[config.mk]
export PLATFORM = sky130hd
export DESIGN_NAME = ladybird_interconnect
export DESIGN_NICKNAME = d
export VERILOG_FILES = /design/src/rtl/ladybird_interconnect.sv
export SDC_FILE = /design/constraint.sdc
export NUM_CORES = 1
export LEC_CHECK = 0
export CAP_MARGIN = 10
export CELL_PAD_IN_SITES_DETAIL_PLACEMENT = 0
export CELL_PAD_IN_SITES_GLOBAL_PLACEMENT = 1
export CORE_AREA = 2 2 322 324
export DETAILED_ROUTE_END_ITERATION = 6
export DIE_AREA = 0 0 324 326
export PLACE_DENSITY = 0.48
export SLEW_MARGIN = 20
export SYNTH_ARGS = -nofsm -noshare
export SYNTH_HDL_FRONTEND = slang
export SYNTH_SLANG_ARGS = --single-unit
[constraint.sdc]
create_clock -name clk_i -period 6.75 [get_ports clk_i]
set_input_delay 1.0125 -clock clk_i [delete_from_list [all_inputs] [get_ports clk_i]]
set_output_delay 1.0125 -clock clk_i [all_outputs]
set_load 0.02 [all_outputs]
[src/rtl/ladybird_interconnect.sv]
`default_nettype none
// ============================================================================
// Module   : ladybird_interconnect
// Purpose  : Request/response interconnect between the core bus masters
//            (0 = D_BUS, 1 = I_BUS) and the peripheral controllers.
//            Provides tag-based address decode, per-peripheral round-robin
//            arbitration and in-order response routing with bounded
//            outstanding transactions.
// Ports    : clk_i, reset_i (async, active high)
//            m_valid_i/m_ready_o/m_addr_i/m_we_i/m_wdata_i/m_wstrb_i
//                                     master request channel (packed per master)
//            m_resp_valid_o/m_resp_data_o  master response channel
//            p_valid_o/p_ready_i/p_addr_o/p_we_o/p_wdata_o/p_wstrb_o
//                                     peripheral request channel
//            p_resp_valid_i/p_resp_data_i  peripheral response channel
// Revision : 1.0 - initial release
// ============================================================================
module ladybird_interconnect #(
   parameter int XLEN               = 32,
   parameter int NUM_MASTER         = 2,
   parameter int NUM_PERIPHERAL     = 6,
   parameter int TAG_BITS           = 4,
   // Entry i sits at [i*TAG_BITS +: TAG_BITS]: IRAM=9, BRAM=8, DRAM=0,
   // UART=F, QSPI=D, GPIO=E.
   parameter logic [NUM_PERIPHERAL*TAG_BITS-1:0] TAG_MAP =
      {4'hE, 4'hD, 4'hF, 4'h0, 4'h8, 4'h9},
   parameter int DEFAULT_PERIPHERAL = 2,
   parameter int MAX_OUTSTANDING    = 2
) (
   input  logic                           clk_i,
   input  logic                           reset_i,
   input  logic [NUM_MASTER-1:0]          m_valid_i,
   output logic [NUM_MASTER-1:0]          m_ready_o,
   input  logic [NUM_MASTER*XLEN-1:0]     m_addr_i,
   input  logic [NUM_MASTER-1:0]          m_we_i,
   input  logic [NUM_MASTER*XLEN-1:0]     m_wdata_i,
   input  logic [NUM_MASTER*XLEN/8-1:0]   m_wstrb_i,
   output logic [NUM_MASTER-1:0]          m_resp_valid_o,
   output logic [NUM_MASTER*XLEN-1:0]     m_resp_data_o,
   output logic [NUM_PERIPHERAL-1:0]      p_valid_o,
   input  logic [NUM_PERIPHERAL-1:0]      p_ready_i,
   output logic [NUM_PERIPHERAL*XLEN-1:0] p_addr_o,
   output logic [NUM_PERIPHERAL-1:0]      p_we_o,
   output logic [NUM_PERIPHERAL*XLEN-1:0] p_wdata_o,
   output logic [NUM_PERIPHERAL*XLEN/8-1:0] p_wstrb_o,
   input  logic [NUM_PERIPHERAL-1:0]      p_resp_valid_i,
   input  logic [NUM_PERIPHERAL*XLEN-1:0] p_resp_data_i
);

   localparam int TW = (NUM_PERIPHERAL > 1) ? $clog2(NUM_PERIPHERAL) : 1;
   localparam int MW = (NUM_MASTER > 1) ? $clog2(NUM_MASTER) : 1;
   localparam int CW = $clog2(MAX_OUTSTANDING + 1);
   localparam int PW = (MAX_OUTSTANDING > 1) ? $clog2(MAX_OUTSTANDING) : 1;
   localparam int SW = XLEN / 8;

   // Per-master state
   logic [CW-1:0] cnt_q  [NUM_MASTER];
   logic [CW-1:0] cnt_d  [NUM_MASTER];
   logic [TW-1:0] last_q [NUM_MASTER];

   // Per-peripheral state: round-robin pointer and ID FIFO of master indices
   logic [MW-1:0] rr_q   [NUM_PERIPHERAL];
   logic [MW-1:0] fifo_q [NUM_PERIPHERAL][MAX_OUTSTANDING];
   logic [PW-1:0] wr_q   [NUM_PERIPHERAL];
   logic [PW-1:0] rd_q   [NUM_PERIPHERAL];
   logic [CW-1:0] occ_q  [NUM_PERIPHERAL];
   logic [CW-1:0] occ_d  [NUM_PERIPHERAL];

   logic [TW-1:0]             tgt [NUM_MASTER];
   logic [NUM_MASTER-1:0]     elig;
   logic [NUM_PERIPHERAL-1:0] gnt_v;
   logic [NUM_PERIPHERAL-1:0] acc_p;
   logic [NUM_PERIPHERAL-1:0] pop_p;
   logic [MW-1:0]             gnt_idx  [NUM_PERIPHERAL];
   logic [MW-1:0]             head_idx [NUM_PERIPHERAL];

   function automatic logic [MW-1:0] rr_pick(input logic [MW-1:0] base, input int k);
      return MW'((int'(base) + k) % NUM_MASTER);
   endfunction

   function automatic logic [PW-1:0] ptr_inc(input logic [PW-1:0] p);
      if (int'(p) == MAX_OUTSTANDING - 1) return '0;
      return p + PW'(1);
   endfunction

   // Decode: scan downward so the lowest matching index wins.
   always_comb begin
      for (int m = 0; m < NUM_MASTER; m++) begin
         tgt[m] = TW'(DEFAULT_PERIPHERAL);
         for (int i = NUM_PERIPHERAL - 1; i >= 0; i--) begin
            if (i != DEFAULT_PERIPHERAL &&
                m_addr_i[m*XLEN + XLEN - 1 -: TAG_BITS] == TAG_MAP[i*TAG_BITS +: TAG_BITS])
               tgt[m] = TW'(i);
         end
      end
   end

   // A master with outstanding requests may only continue to the same target,
   // which keeps its responses in order across peripherals.
   always_comb begin
      for (int m = 0; m < NUM_MASTER; m++) begin
         elig[m] = m_valid_i[m] && (cnt_q[m] < CW'(MAX_OUTSTANDING)) &&
                   ((cnt_q[m] == '0) || (tgt[m] == last_q[m]));
      end
   end

   // Round-robin arbitration per peripheral; everything gated during reset.
   always_comb begin
      for (int j = 0; j < NUM_PERIPHERAL; j++) begin
         gnt_v[j]   = 1'b0;
         gnt_idx[j] = '0;
         for (int k = 0; k < NUM_MASTER; k++) begin
            if (!gnt_v[j] && !reset_i && (occ_q[j] != CW'(MAX_OUTSTANDING)) &&
                elig[rr_pick(rr_q[j], k)] && (tgt[rr_pick(rr_q[j], k)] == TW'(j))) begin
               gnt_v[j]   = 1'b1;
               gnt_idx[j] = rr_pick(rr_q[j], k);
            end
         end
         acc_p[j]    = gnt_v[j] & p_ready_i[j];
         pop_p[j]    = !reset_i && p_resp_valid_i[j] && (occ_q[j] != '0);
         head_idx[j] = fifo_q[j][rd_q[j]];
      end
   end

   // Request forwarding and response routing
   always_comb begin
      m_ready_o      = '0;
      m_resp_valid_o = '0;
      m_resp_data_o  = '0;
      p_valid_o      = gnt_v;
      p_addr_o       = '0;
      p_we_o         = '0;
      p_wdata_o      = '0;
      p_wstrb_o      = '0;
      for (int j = 0; j < NUM_PERIPHERAL; j++) begin
         for (int m = 0; m < NUM_MASTER; m++) begin
            if (gnt_v[j] && gnt_idx[j] == MW'(m)) begin
               p_addr_o[j*XLEN +: XLEN]  = m_addr_i[m*XLEN +: XLEN];
               p_we_o[j]                 = m_we_i[m];
               p_wdata_o[j*XLEN +: XLEN] = m_wdata_i[m*XLEN +: XLEN];
               p_wstrb_o[j*SW +: SW]     = m_wstrb_i[m*SW +: SW];
               m_ready_o[m]              = p_ready_i[j];
            end
            if (pop_p[j] && head_idx[j] == MW'(m)) begin
               m_resp_valid_o[m]             = 1'b1;
               m_resp_data_o[m*XLEN +: XLEN] = p_resp_data_i[j*XLEN +: XLEN];
            end
         end
      end
   end

   // Simultaneous accept and response leave counts unchanged.
   always_comb begin
      for (int m = 0; m < NUM_MASTER; m++)
         cnt_d[m] = cnt_q[m] + CW'(m_ready_o[m]) - CW'(m_resp_valid_o[m]);
      for (int j = 0; j < NUM_PERIPHERAL; j++)
         occ_d[j] = occ_q[j] + CW'(acc_p[j]) - CW'(pop_p[j]);
   end

   always_ff @(posedge clk_i or posedge reset_i) begin
      if (reset_i) begin
         for (int m = 0; m < NUM_MASTER; m++) begin
            cnt_q[m]  <= '0;
            last_q[m] <= TW'(DEFAULT_PERIPHERAL);
         end
         for (int j = 0; j < NUM_PERIPHERAL; j++) begin
            rr_q[j]  <= '0;
            wr_q[j]  <= '0;
            rd_q[j]  <= '0;
            occ_q[j] <= '0;
            for (int d = 0; d < MAX_OUTSTANDING; d++) fifo_q[j][d] <= '0;
         end
      end else begin
         for (int m = 0; m < NUM_MASTER; m++) begin
            cnt_q[m] <= cnt_d[m];
            if (m_ready_o[m]) last_q[m] <= tgt[m];
         end
         for (int j = 0; j < NUM_PERIPHERAL; j++) begin
            occ_q[j] <= occ_d[j];
            if (acc_p[j]) begin
               fifo_q[j][wr_q[j]] <= gnt_idx[j];
               wr_q[j]            <= ptr_inc(wr_q[j]);
               rr_q[j]            <= rr_pick(gnt_idx[j], 1);
            end
            if (pop_p[j]) rd_q[j] <= ptr_inc(rd_q[j]);
         end
      end
   end

endmodule
`default_nettype wire
==> results.toml, run 1 <==
[routing]
wl_um = 100600
first_pass_iters = 6
vias = 16983
via_per_inst = 4.296
post_drt_wl_per_cell_um = 25.45
drc = 0
ant_nets = 0
drtIter0Drc = 1062

[grt]
antenna_found_initial = 23
gr-total-overflow = 0
grt_max_degree = 68
grtUsageTotal = 0.1787
grt_pass1_wl_um = 136400
grt_pass1_vias = 16656

[synth]
synth.top_cell.area_share = 0.2033
ys_ff_latch = 52
yosysSeqAreaShare = 0.1157
synth_warnings = 0
synth-main-ff-cell = "dfrtp_1"
yosysTopAreaCell = "nand2_1"
async_flop_share = 1.000
synth_edf_count = 0
synth_cell_types = 74
synthTopCellsByArea = "nand2_1 (20%), dfrtp_1 (11%), a22o_1 (10%), o21ai_0 (7.9%), mux2i_1 (6.3%)"
ys_top_cells_by_count = "nand2_1 (610), o21ai_0 (178), a22o_1 (134)"
synth_most_common_cell = "nand2_1"
synthCells = 1865
syn_area_per_cell_um2 = 6.040
synth_area_um2 = 11260

[timing]
period_minus_slack_ns = 6.023
setup_slack_ns = 0.7267
setup_violations = 0
finalCritPeriodShare = 0.8923
timing.slew.headroom = 0.3903
drv_slew = 0
setup_tns_ns = 0
worstMarginPinSlew_ns = 0.9105
finalClockSkew_ns = 0.007610
rsz0062_at_grt = "no"
fmax_mhz = 166.0
hold_viol = 0

[critical_path]
cp-start-kind = "primary input"
worstPathRequired_ns = 5.74
crit_arrival_ns = 5.01
setup.worst_path.end_class = "primary output"
crit_type = "in -> out"
cp_max_fo = 36

[cts]
cts_tree = "built"
clock_latency_ns = 0.30
post_cts_buffers = 0
htreeDepth = 2
cts_resized = 0
cts_hold_buf = 0
clk_pin_slew_ns = 0.08
cts_sinks = 52
cts_buffers = 5
cts.path.max_buffers = 2
clock-root-buffer = "clkbuf_16"

[die]
io_pins = 834
core-area_um2 = 102600
num_rows = 118
die_y_um = 326
dieArea_um2 = 105600
floorplan.initialDensity = 0.1098
die_x_um = 324

[power]
peakVddDrop_uv = 110.8
power_density_nw_per_um2 = 143.2
p_leak_nw = 7.372

[cells_and_area]
drive_gt1_frac = 0.04014
syn2layout_area_growth_pct = 89.09
final_nets = 2927
nFillCells = 11682

[place]
place_hpwl_um = 78830
portBuffers = 826
gp_congestion = 0.8107
pre_cts_ws_ns = 0.7163

[min_path]
hold_path.class = "reg -> reg"

[run_status]
status = "finished, final reports clean"

[flow_run]
cap_violations = 0
## critical path, cell delays in order
cell	delay, ns
clkdlybuf4s50_1	0.72
or3b_1	0.44
a311o_1	0.40
nand3_2	0.17
and3_1	0.26
and3_1	0.26
o21a_4	0.46
buf_12	0.28
nand2_1	0.09
o21ai_1	0.18
clkdlybuf4s50_1	0.63
## worst paths after layout
| path | startpoint | endpoint | slack, ns | cells past startpoint |
|---|---|---|---|---|
| setup / recovery | m_addr_i[62] | p_wdata_o[35] | 0.73 | 11 |
| hold / removal | wr_q[2] | fifo_q[5] | 0.47 | 1 |
| setup reg to reg | last_q[4] | cnt_q[1] | 3.44 | 12 |
| hold reg to reg | wr_q[2] | fifo_q[5] | 0.47 | 1 |
| max in group asynchronous | reset_i | last_q[4] | 4.95 | 4 |
| min in group asynchronous | reset_i | fifo_q[8] | 1.18 | 3 |
## placed cells by master (no fill, tap or decap), types with 33 or more instances in the layout
cell,synthesis,routed
a22o_1,134,134
a22oi_1,61,61
buf_4,20,33
clkdlybuf4s50_1,0,825
dfrtp_1,50,50
inv_1,41,41
mux2i_1,71,71
nand2_1,610,608
nand3_1,118,118
o211ai_1,72,72
o21ai_0,178,178
o21ai_1,119,117
## kinds of logic after synthesis
logic type,count (synthesis),synth area share
AND/OR/NAND/NOR,817,0.3028
flip-flops,52,0.1157
adder cells (fa/ha/maj),16,0.01777
XOR/XNOR,33,0.02566
buffers and inverters,228,0.08997
other,1,0.0003329
multiplexers,80,0.07242
AO/OA/AOI/OAI,638,0.3753
## flip-flops by register name, summed over array words and instances, names as in the netlist
register / flops
last_q: 6
fifo_q: 12
occ_q: 12
wr_q: 6
cnt_q: 4
rd_q: 6
rr_q: 6
## layout make-up
type / count / area (um^2) / area share
clock inverters: 3 / 42.54 / 0.001997
inverters: 43 / 161.4 / 0.007578
repair buffers: 872 / 8786 / 0.4125
multi-input cells: 1591 / 9138 / 0.4290
clock buffers: 5 / 125.1 / 0.005874
well taps: 1380 / 1727 / 0.08106
flip-flops and latches: 52 / 1304 / 0.06121
diodes: 7 / 17.52 / 0.0008224
## through the flow
step                utilization  total power [W]  area (um^2)  hold WS, ns  instances
floorplan                     -         0.001605        11290       0.4462       1871
global placement         0.2058         0.002786        21120       0.4627       3938
detailed placement       0.2058         0.002768        21120       0.4710       3938
CTS                      0.2074         0.003086        21280       0.4755       3946
global route             0.2075         0.003244        21290       0.4941       3949
finish                   0.2076         0.003050        21300       0.4713       3953
## layer usage
layer,vias to the layer above,track usage,routed length (um)
met5,-,0,125
met4,20,0.03392,2075
met3,89,0.04333,7328
li1,8024,-,-
met1,8187,0.2078,39900
met2,663,0.3293,51160
## report_power, final
part           internal, W  switching, W
sequential        0.000440      0.000132
combinational     0.000939       0.00124
clock             0.000175      0.000127
total              0.00155       0.00150
Note: power is estimated with default switching activity, not from simulation.
==> run 2, diff against run 1 <==
--- a/config.mk
+++ b/config.mk
@@ -11,8 +11,9 @@
 export CORE_AREA = 2 2 322 324
 export DETAILED_ROUTE_END_ITERATION = 6
 export DIE_AREA = 0 0 324 326
-export PLACE_DENSITY = 0.48
+export PLACE_DENSITY = 0.43
 export SLEW_MARGIN = 20
 export SYNTH_ARGS = -nofsm -noshare
 export SYNTH_HDL_FRONTEND = slang
 export SYNTH_SLANG_ARGS = --single-unit
+export TNS_END_PERCENT = 20
==> run 2 against run 1 <==
Compared with the run above:
- cell area barely moved
- sequential share of layout area barely moved
- hold slack improved by 0.014 ns
- first-iteration DRC count rose by 7.3%
- highest routed layer unchanged
- core utilization barely moved
- critical path depth did not move
- power fell by 0.32%
==> results.toml, run 2 (synthesized netlist as in run 1, its figures left out) <==
[timing]
worstMarginPinSlew_ns = 1.008
finalClockSkew_ns = 0.004913
drv_slew = 0
setup_violations = 0
hold_viol = 0
setup_tns_ns = 0
rsz0062_at_grt = "no"
finalCritPeriodShare = 0.9200
timing.slew.headroom = 0.3279
fmax_mhz = 161.0
period_minus_slack_ns = 6.210

[die]
dieArea_um2 = 105600
die_y_um = 326
floorplan.initialDensity = 0.1098
core-area_um2 = 102600
num_rows = 118
io_pins = 834
die_x_um = 324

[critical_path]
r2r_end = "cnt_q[1]"
rrSetupSlack_ns = 3.53
setup.worst_path.end_class = "primary output"
reg2reg_depth = 12
crit_arrival_ns = 5.20
slowest_stage = "clkdlybuf4s50_1"
crit_type = "in -> out"
timing.rr.start = "last_q[0]"
crit_buf_inv = 3
cp-start-kind = "primary input"
cp_top_family = "buffers and inverters"
cp_max_fo = 17
cpMostUsedCell = "clkdlybuf4s50_1"
worstPathRequired_ns = 5.74
slowest_delay_ns = 0.81
path_cells = "clkdlybuf4s50_1, or3b_1, a311o_1, nand3_2, and4_1, a21oi_1, nor2_4, buf_4, nand2_1, o21ai_1, clkdlybuf4s50_1"

[cts]
post_cts_buffers = 0
cts_buffers = 5
htreeDepth = 2
clock_latency_ns = 0.30
cts_tree = "built"
clk_pin_slew_ns = 0.07
cts_resized = 0
cts.path.max_buffers = 2
cts_sinks = 52
cts_hold_buf = 0
clock-root-buffer = "clkbuf_16"

[place]
portBuffers = 826
place_hpwl_um = 84670
gp_congestion = 0.8783
place_area_um2 = 21180

[power]
peakVddDrop_uv = 84.73
power_density_nw_per_um2 = 142.6
p_leak_nw = 7.403

[grt]
grt_max_degree = 68
grt_pass1_wl_um = 144800
grtUsageTotal = 0.1909
gr-total-overflow = 0
antenna_found_initial = 18
grt_pass1_vias = 17330

[routing]
first_pass_iters = 7
post_drt_wl_per_cell_um = 26.87
ant_nets = 0
drtIter0Drc = 1140
vias = 17426
via_per_inst = 4.405
drc = 0
wl_um = 106300

[min_path]
holdPathEnd = "fifo_q[11]"
min_from = "wr_q[5]"
hold_path.class = "reg -> reg"
whs_path_depth = 1

[cells_and_area]
mostFrequentLayoutCell = "clkdlybuf4s50_1"
seq_area_um2 = 1304
syn2layout_area_growth_pct = 89.27
largest_registers = "fifo_q (12), occ_q (12)"
nFillCells = 11513
multi_input_area_um2 = 9128
final_nets = 2936
layout_common_cells = "clkdlybuf4s50_1 (825), nand2_1 (608), o21ai_0 (178)"
drive_gt1_frac = 0.04272
stdcell_area_um2 = 21320

[run_status]
status = "finished, final reports clean"

[flow_run]
cap_violations = 0
run 2: changes by cell type in the layout (fill, tap and decap cells not counted):
cell,previous run,this run
buf_4,33,42
nor2_4,7,5
bufinv_16,1,0
clkbuf_1,0,2
clkinvlp_4,1,0
buf_16,0,1
nor2_2,0,2
buf_12,14,13
diode_2,7,1
run 2: how the worst max path moves through the flow:
stage / cells past startpoint / slack, ns / start / endpoint
CTS: 11 / 0.52 / m_addr_i[60] / p_wdata_o[154]
floorplan: 12 / 1.90 / reset_i / m_resp_data_o[31]
detailed placement: 11 / 0.53 / m_addr_i[60] / p_wdata_o[154]
finish: 11 / 0.54 / m_addr_i[60] / p_wdata_o[154]
global placement: 11 / 0.53 / m_addr_i[60] / p_wdata_o[154]
global route: 11 / 0.34 / m_addr_i[60] / p_wdata_o[154]
run 2: layout make-up:
class                           instances  share of cell area
Clock inverter                          1           0.0002347
Multi-Input combinational cell       1591              0.4281
Clock buffer                            7            0.006221
Sequential cell                        52             0.06115
Tap cell                             1380             0.08099
Inverter                               43            0.007570
Antenna cell                            1           0.0001174
Timing Repair Buffer                  881              0.4156
run 2: per-layer routing:
metal  up-vias  part of all wire  GRT usage
met5         -            0.0013          0
met4        22             0.035    0.05556
met3       122             0.078    0.05079
met2       777              0.52     0.3595
met1      8461              0.37     0.2056
li1       8044                 -          -
run 2: stage by stage:
stage	power [W]	hold slack (ns)	utilization	setup WS, ns	instances
4_1_cts	0.003081	0.4834	0.2078	0.5202	3955
5_1_grt	0.003245	0.5027	0.2078	0.3426	3955
3_5_place_dp	0.002808	0.4724	0.2064	0.5295	3947
3_3_place_gp	0.002801	0.4673	0.2061	0.5259	3946
2_1_floorplan	0.001605	0.4462	-	1.904	1871
6_report	0.003040	0.4850	0.2078	0.5399	3956
run 2: power breakdown:
group	internal [W]	switching, W
Clock	0.000138	0.000117
Combinational	0.000942	0.00127
Sequential	0.000440	0.000134
Total	0.00152	0.00152
